--- config.mk ---
export PLATFORM = sky130hd
export DESIGN_NAME = cmd_stream_decoder
export DESIGN_NICKNAME = d
export VERILOG_FILES = /design/src/rtl/cmd_stream_decoder.sv
export SDC_FILE = /design/constraint.sdc
export NUM_CORES = 1
export LEC_CHECK = 0
export CAP_MARGIN = 20
export CORE_ASPECT_RATIO = 0.7
export CORE_UTILIZATION = 55
export DETAILED_ROUTE_END_ITERATION = 12
export GPL_ROUTABILITY_DRIVEN = 0
export HOLD_SLACK_MARGIN = 0.1
export PLACE_DENSITY = 0.75
export SLEW_MARGIN = 30
export SYNTH_ARGS = -nofsm -noshare
export SYNTH_HDL_FRONTEND = slang
export SYNTH_SLANG_ARGS = --single-unit
export TNS_END_PERCENT = 50
--- constraint.sdc ---
create_clock -name clk -period 5.2 [get_ports clk]
set_clock_uncertainty 0.2 [all_clocks]
set_input_delay 1.04 -clock clk [delete_from_list [all_inputs] [get_ports clk]]
set_output_delay 1.04 -clock clk [all_outputs]
set_load 0.02 [all_outputs]
--- src/rtl/cmd_stream_decoder.sv ---
// cmd_stream_decoder
//   Consumes the line-oriented simulation control stream one byte per character
//   and drives the CPU UART receive port. Commands (first byte of a line):
//     '/' comment, 'r' forward payload to rx, 't N' wait for N transmitted chars,
//     '# N' wait N clocks, 'q' quit. '\r' is discarded wherever input is accepted.
//
// Ports
//   clk        system clock, all state on the rising edge
//   reset      synchronous, active-high
//   in_data    command stream byte
//   in_valid   in_data valid
//   in_ready   byte accepted when in_valid && in_ready
//   rx_data    byte to the CPU UART receive port (registered)
//   rx_valid   rx_data valid (registered)
//   rx_ready   CPU consumes the rx byte when rx_valid && rx_ready
//   tx_strobe  one-cycle pulse per character transmitted by the CPU
//   busy       high while waiting on a 't' or '#' command
//   done       high once 'q' has been seen, until reset
//   err        sticky error flag, cleared only by reset
module cmd_stream_decoder #(
   parameter int unsigned CNT_WIDTH    = 16,
   parameter int unsigned RX_APPEND_NL = 0
) (
   input  logic       clk,
   input  logic       reset,
   input  logic [7:0] in_data,
   input  logic       in_valid,
   output logic       in_ready,
   output logic [7:0] rx_data,
   output logic       rx_valid,
   input  logic       rx_ready,
   input  logic       tx_strobe,
   output logic       busy,
   output logic       done,
   output logic       err
);

   // acc*10 + digit never needs more than four extra bits
   localparam int unsigned AccW = CNT_WIDTH + 4;

   localparam logic [7:0] ChNl    = 8'h0a;
   localparam logic [7:0] ChCr    = 8'h0d;
   localparam logic [7:0] ChSpace = 8'h20;
   localparam logic [7:0] ChHash  = 8'h23;
   localparam logic [7:0] ChSlash = 8'h2f;
   localparam logic [7:0] ChQ     = 8'h71;
   localparam logic [7:0] ChR     = 8'h72;
   localparam logic [7:0] ChT     = 8'h74;

   typedef enum logic [2:0] {
      StIdle,
      StComment,
      StRxPass,
      StNum,
      StTxWait,
      StDelay,
      StQuit
   } state_e;

   state_e state_q, state_d;

   logic [CNT_WIDTH-1:0] acc_q;
   logic [CNT_WIDTH-1:0] cnt_q;
   logic                 cmd_delay_q;   // latched command: 1 = '#', 0 = 't'
   logic [7:0]           rx_data_q;
   logic                 rx_valid_q;
   logic                 err_q;

   logic                 accept;
   logic                 is_nl, is_cr, is_space, is_digit;
   logic                 idle_known, num_bad, err_set;
   logic [AccW-1:0]      acc_mul;
   logic [CNT_WIDTH-1:0] acc_next;
   logic                 cnt_last;
   logic                 rx_load;

   // Byte classification and datapath helpers
   always_comb begin
      accept     = in_valid && in_ready;
      is_nl      = (in_data == ChNl);
      is_cr      = (in_data == ChCr);
      is_space   = (in_data == ChSpace);
      is_digit   = (in_data >= 8'h30) && (in_data <= 8'h39);
      idle_known = is_nl || is_cr || (in_data inside {ChSlash, ChR, ChT, ChHash, ChQ});
      num_bad    = !(is_digit || is_space || is_cr || is_nl);
      // low nibble of an ASCII digit is its value
      acc_mul    = AccW'(acc_q) * AccW'(10) + AccW'(in_data[3:0]);
      acc_next   = (acc_mul[AccW-1:CNT_WIDTH] != '0) ? '1 : acc_mul[CNT_WIDTH-1:0];
      cnt_last   = (cnt_q == CNT_WIDTH'(1));
      rx_load    = accept && (state_q == StRxPass) && !is_cr &&
                   (!is_nl || (RX_APPEND_NL != 0));
      err_set    = (tx_strobe && (state_q != StTxWait)) ||
                   (accept && (state_q == StIdle) && !idle_known) ||
                   (accept && (state_q == StNum) && num_bad);
   end

   // FSM: state register
   always_ff @(posedge clk) begin
      if (reset) begin
         state_q <= StIdle;
      end else begin
         state_q <= state_d;
      end
   end

   // FSM: next state
   always_comb begin
      state_d = state_q;
      unique case (state_q)
         StIdle: begin
            if (accept) begin
               if (in_data == ChSlash)                          state_d = StComment;
               else if (in_data == ChR)                         state_d = StRxPass;
               else if ((in_data == ChT) || (in_data == ChHash)) state_d = StNum;
               else if (in_data == ChQ)                         state_d = StQuit;
               else if (!idle_known)                            state_d = StComment;
            end
         end
         StComment: if (accept && is_nl) state_d = StIdle;
         StRxPass:  if (accept && is_nl) state_d = StIdle;
         StNum: begin
            if (accept) begin
               if (is_nl) begin
                  if (acc_q == '0)      state_d = StIdle;
                  else if (cmd_delay_q) state_d = StDelay;
                  else                  state_d = StTxWait;
               end else if (num_bad) begin
                  state_d = StComment;
               end
            end
         end
         StTxWait: if (tx_strobe && cnt_last) state_d = StIdle;
         StDelay:  if (cnt_last) state_d = StIdle;
         StQuit:   state_d = StQuit;
         default:  state_d = StIdle;
      endcase
   end

   // FSM: outputs
   always_comb begin
      in_ready = 1'b0;
      busy     = 1'b0;
      done     = 1'b0;
      unique case (state_q)
         StIdle, StComment, StNum: in_ready = 1'b1;
         // one-byte holding register with full throughput
         StRxPass:                 in_ready = !rx_valid_q || rx_ready;
         StTxWait, StDelay:        busy     = 1'b1;
         StQuit:                   done     = 1'b1;
         default:                  in_ready = 1'b0;
      endcase
   end

   // Datapath: argument accumulator, wait counter, rx stage, error flag
   always_ff @(posedge clk) begin
      if (reset) begin
         acc_q       <= '0;
         cnt_q       <= '0;
         cmd_delay_q <= 1'b0;
         rx_data_q   <= '0;
         rx_valid_q  <= 1'b0;
         err_q       <= 1'b0;
      end else begin
         if (err_set) err_q <= 1'b1;

         if (accept && (state_q == StIdle) && ((in_data == ChT) || (in_data == ChHash))) begin
            cmd_delay_q <= (in_data == ChHash);
            acc_q       <= '0;
         end

         if (accept && (state_q == StNum)) begin
            if (is_digit)   acc_q <= acc_next;
            else if (is_nl) cnt_q <= acc_q;
         end

         if (((state_q == StTxWait) && tx_strobe) || (state_q == StDelay)) begin
            cnt_q <= cnt_q - CNT_WIDTH'(1);
         end

         // rx stage keeps draining in every state, including after a 'q'
         if (rx_load) begin
            rx_data_q  <= in_data;
            rx_valid_q <= 1'b1;
         end else if (rx_ready) begin
            rx_valid_q <= 1'b0;
         end
      end
   end

   assign rx_data  = rx_data_q;
   assign rx_valid = rx_valid_q;
   assign err      = err_q;

endmodule

# Word-level counts from Yosys, hierarchy flattened
# Cells that the tools add are included.
# W data, S select, Z words.
[word_totals]
register_bits = 46
input_bits = 13
output_inout_bits = 13
word_cells = 105
[classes]
n_lt_le_gt_ge = 2
reduce_logical = 41
multipliers = 1
add_sub_neg = 2
n_mux = 28
n_eq_ne = 24
[ops]
columns = ["operator", "count"]
rows = [
  ["$mux W16", 8],
  ["$mux W3", 13],
  ["$eq A8 B6 Y1 const B", 3],
  ["$eq A8 B7 Y1 const B", 3],
  ["$add A20 B4 Y20", 1],
  ["$mul A16 B3 Y19 const B", 1],
  ["$pmux W3 S6", 1],
  ["$eq A16 B1 Y1 const B", 1],
  ["$eq A8 B4 Y1 const B", 2],
  ["$logic_not A16 Y1", 1],
  ["$sub A16 B1 Y16 const B", 1],
  ["$logic_and A1 B1 Y1", 14],
  ["$logic_or A1 B1 Y1", 10],
  ["$eq A3 B3 Y1 const B", 3],
  ["$ge A8 B6 Y1 const B", 1],
  ["$le A8 B6 Y1 const B", 1],
  ["$ne A2 B2 Y1 const B", 4],
  ["$reduce_and A7 Y1", 1],
  ["$eq A3 B2 Y1 const B", 2],
  ["$ne A3 B3 Y1 const B", 2],
  ["$ne A6 B4 Y1 const B", 1],
  ["$reduce_bool A2 Y1", 3],
  ["$logic_not A1 Y1", 5],
  ["$mux W1", 5],
  ["other kinds (9)", 11],
]

# Logic depth before layout (Yosys ltp)
[depth]
word_depth = 10
ltp_mapped = 13
mapped_depth_nobuf = 12

# Worst setup path after synthesis
# OpenSTA, ideal clock, no wires.
[synth_timing]
path_type = "register to register"
from = "reg acc_q[1]"
to = "reg acc_q[13]"
period_less_slack_ns = 4.048
stages_incl_launch_ff = 14
required_time_ns = 4.885
setup_ns = 0.115
arrival_ns = 3.734
path_buffers = 1
path_slack_ns = 1.152
path_cell_list = "dfxtp_1 -> ha_1 -> ha_1 -> inv_1 -> fa_1 -> nand3b_1 -> o21ai_0 -> nor4b_1 -> nand3_1 -> or4_4 -> nor4_4 -> o2111ai_4 -> buf_6 -> o21a_1"
[synth_via]
elab_chain_len = 6
[synth_rtl]
columns = ["element", "line", "source"]
rows = [
  ["from (decl)", "62", "logic [CNT_WIDTH-1:0] acc_q;"],
  ["from (signal assigned)", "172", "if (is_digit) acc_q <= acc_next;"],
  ["$mul A16 B3 Y19 (*)", "87", "acc_mul = AccW'(acc_q) * AccW'(10) + AccW'(in_data[3:0]);"],
  ["$add A20 B4 Y20 (*)", "87", ""],
  ["$reduce_bool A4 Y1", "88", "acc_next = (acc_mul[AccW-1:CNT_WIDTH] != '0) ? '1 : acc_mul[CNT_WIDTH-1:0];"],
  ["$mux W16 (*)", "88", ""],
  ["$mux W16 (*)", "172", ""],
  ["$mux W16 (*)", "171", "if (accept && (state_q == StNum)) begin"],
]
# Every way passes the cells marked *; elsewhere a longest branch is shown, timed or not.
# A chain may end at the register's enable or synchronous reset.

# Final worst setup path
[layout_timing]
from = "reg acc_q[1]"
to = "reg acc_q[11]"
# The elaborated chain is that of the path after synthesis.

==> results by group <==
Yosys
  – Yosys warns: 0
  – Cells after Synth: 475
  – Post-synthesis net count: 523
  – Yosys cell types: 66
  – Async set-reset flop share out of synthesis: 0
  – Mapped Area: 3755 sq um
  – Post-synth EDFFs: 0
  – Sequential share of the synthesized area: 0.2453
  – Post-synth top flop: dfxtp_1
  – Avg Inst Size Synth: 7.905 sq um
  – Flops & latches, synth: 46

Die
  – Initial core utilization: 0.5871
  – Chip width: 100.8 um
  – FP Rows: 24
  – Vert. Die Dim: 71.13 um
  – Core area: 6396 sq um
  – I/O pins: 26
  – DIE AREA: 7167 sq um

Power and ir drop
  – Sw frac: 0.2637
  – Pwr per Cell Area: 154.0 nW/um^2
  – Seq pwr share: 0.557
  – Clock share of power: 0.367
  – Logic pwr share: 0.076
  – Pleak: 0.001638 uW
  – Peak supply drop: 0.0001088 V
  – Sw power: 168.9 uW
  – Pint: 471.4 uW
  – Total power: 640.3 uW

Timing
  – RSZ-0062 raised after global routing: no
  – Worst-Margin Slew: 0.6732 ns
  – Final hold violations: 0
  – Setup TNS: 0 ns
  – Slew Limit Fails: 0
  – Hold Slack: 0.3008 ns
  – Final setup fails: 0
  – Relative slew slack: 0.5512
  – F_max: 217.1 MHz
  – Fin crit period: 4.607 ns
  – Final period util: 0.8859

Setup path
  – Worst Setup End Kind: flip-flop
  – Reg2reg path depth: 12
  – Crit path launch type: flip-flop
  – Critical Path RT: 5.21 ns
  – CP Class: flip-flop to flip-flop
  – R2R Setup Slk: 0.59 ns
  – Data arrival time of the worst path: 4.61 ns
  – CP max-delay cell: or4_4
  – R2r startpoint: acc_q[1]
  – Reg2Reg Capture Point: acc_q[11]
  – Largest stage delay, worst path: 0.59 ns
  – Crit-path max FO: 16
  – Cell Chain, Critical Path: ha_1, ha_1, inv_1, fa_1, nand3b_1, o21ai_0, nor4b_1, nand3_1, or4_4, nor4_4, o2111ai_4, o21a_1
  – Most frequent CP cell: ha_1

Status
  – Run status: finished clean

Finish
  – ANT cells: 0
  – Fill count: 594
  – Synthesis-to-finish area growth: 10.70%
  – Non-filler cells in the finished layout: 581
  – Design area: 4156 sq um
  – Ratio of cells with drive above 1 in the final layout: 0.05918
  – Final net count: 537

Routing
  – Vias: 3715
  – Routed Antenna Nets: 0
  – DRT iter0 DRCs: 352
  – Wirelength per Cell: 16.68 um
  – 1st-pass router iterations: 5
  – Via/cell ratio: 6.394
  – Detailed Route WL: 9.693 mm
  – DRC Markers: 0

CTS
  – Root Buffer: clkbuf_8
  – CTS H-tree lvls: 2
  – Clock buffer depth: 2
  – Clk sinks: 46
  – Number of post-CTS setup repair buffers: 0
  – CTS tree: done
  – TritonCTS Buffers: 5
  – PostCTS Resize Cnt: 0
  – # hold bufs at CTS: 0
  – Clk_lat worst skew: 0.32 ns
  – Clock-pin slew on the worst setup and hold paths: 0.11 ns

Placement
  – I/O Buffers: 25
  – Dpl cell area: 4064 sq um
  – Placed Cells: 573
  – Hpwl dp: 7.206 mm

Global routing
  – First-pass GRT wire length: 16.22 mm
  – Initial antenna violation count: 0
  – Number of global-route vias before repair: 3326
  – Largest net degree at the start of global routing: 47
  – All-layer global routing usage: 0.2843
  – Total gr overflow: 0

Min path
  – WHS Endpoint: cnt_q[12]
  – Type of the worst min-delay path: flip-flop to flip-flop
  – HP Start: cnt_q[12]
  – Hold path cells: 2

Job
  – Max Cap Viol: 0
-- power groups by stage --
stage | Clock [uW] | Combinational (uW) | Sequential, uW
5_1_grt | 251 | 53.1 | 357
2_1_floorplan | 0 | 29.0 | 364
3_5_place_dp | 0 | 47.9 | 365
6_report | 235 | 48.8 | 357
3_3_place_gp | 0 | 47.1 | 365
4_1_cts | 233 | 48.1 | 357
-- kinds of logic (layout without fill, tap and decap cells) --
logic type	Yosys count	after routing	synth area share
mux	11	11	0.02932
flops	46	46	0.2453
buf+inv	41	56	0.04365
xor+xnor	21	21	0.04898
simple gates	183	183	0.2536
compound gates	138	138	0.2586
fa+ha+maj	35	35	0.1206
-- stage by stage --
stage,utilization,setup WS (ns)
after detailed placement,0.6354,0.3600
after global routing,0.6498,0.3557
final,0.6498,0.5931
after global placement,0.6354,0.4820
after floorplan,-,1.152
after CTS,0.6498,0.6421
-- cell type report --
class | count | area, sq um | share of cell area
multi-input cells | 388 | 2670 | 0.6424
well taps | 91 | 113.9 | 0.02739
clock buffers | 5 | 68.82 | 0.01656
repair buffers | 31 | 295.3 | 0.07104
flip-flops and latches | 46 | 920.9 | 0.2216
inverters | 17 | 63.81 | 0.01535
clock inverters | 3 | 23.77 | 0.005719
-- worst max-delay path, delay by kind of cell (launching register included) --
| kind | cells | cell delay [ns] |
|---|---|---|
| simple gates | 5 | 1.86 |
| fa+ha+maj | 3 | 1.02 |
| buf+inv | 1 | 0.08 |
| flops | 1 | 0.53 |
| compound gates | 3 | 0.83 |
-- worst max-delay path by stage --
stage	startpoint	endpoint	slack, ns	cells past startpoint
detailed placement	in_data[1]	acc_q[14]	0.36	10
global placement	in_data[1]	acc_q[13]	0.48	10
finish	acc_q[1]	acc_q[11]	0.59	12
global route	acc_q[1]	acc_q[1]	0.36	12
floorplan	acc_q[1]	acc_q[13]	1.15	13
CTS	acc_q[1]	acc_q[8]	0.64	12
-- cells in the mapped netlist, types with 10 or more instances --
cell / count / share of area
dfxtp_1: 46 / 0.25
nor2_1: 43 / 0.043
a21oi_1: 42 / 0.056
nand2_1: 41 / 0.041
ha_1: 33 / 0.11
o21a_1: 23 / 0.046
clkbuf_1: 19 / 0.019
inv_1: 17 / 0.017
nand3_1: 17 / 0.023
nor3_1: 17 / 0.023
nor4_1: 13 / 0.022
mux2i_1: 11 / 0.029
o21ai_0: 11 / 0.015
xnor2_1: 11 / 0.026
xor2_1: 10 / 0.023
-- layer usage --
layer / vias up / routed length, um / track usage
li1: 1795 / - / -
met1: 1737 / 4938 / 0.4430
met2: 165 / 3926 / 0.4132
met3: 18 / 753 / 0.04743
met4: 0 / 74 / 0.04348
met5: - / 0 / 0
-- placed cells by master (no fill, tap or decap), types with 11 or more instances in the layout --
master,synthesis,routed
nand2_1,41,41
mux2i_1,11,11
nor4_1,13,13
inv_1,17,17
xnor2_1,11,11
a21oi_1,42,42
ha_1,33,33
clkdlybuf4s50_1,0,25
dfxtp_1,46,46
nor2_1,43,43
o21a_1,23,23
nor3_1,17,17
nand3_1,17,17
o21ai_0,11,11
-- registers in the layout (all words and copies together), names as in the netlist --
name and count:
state_q 3, rx_data 8, rx_valid 1, cmd_delay_q 1, cnt_q 16, acc_q 16
err 1
No activity file was read; power rests on OpenSTA's default activity.
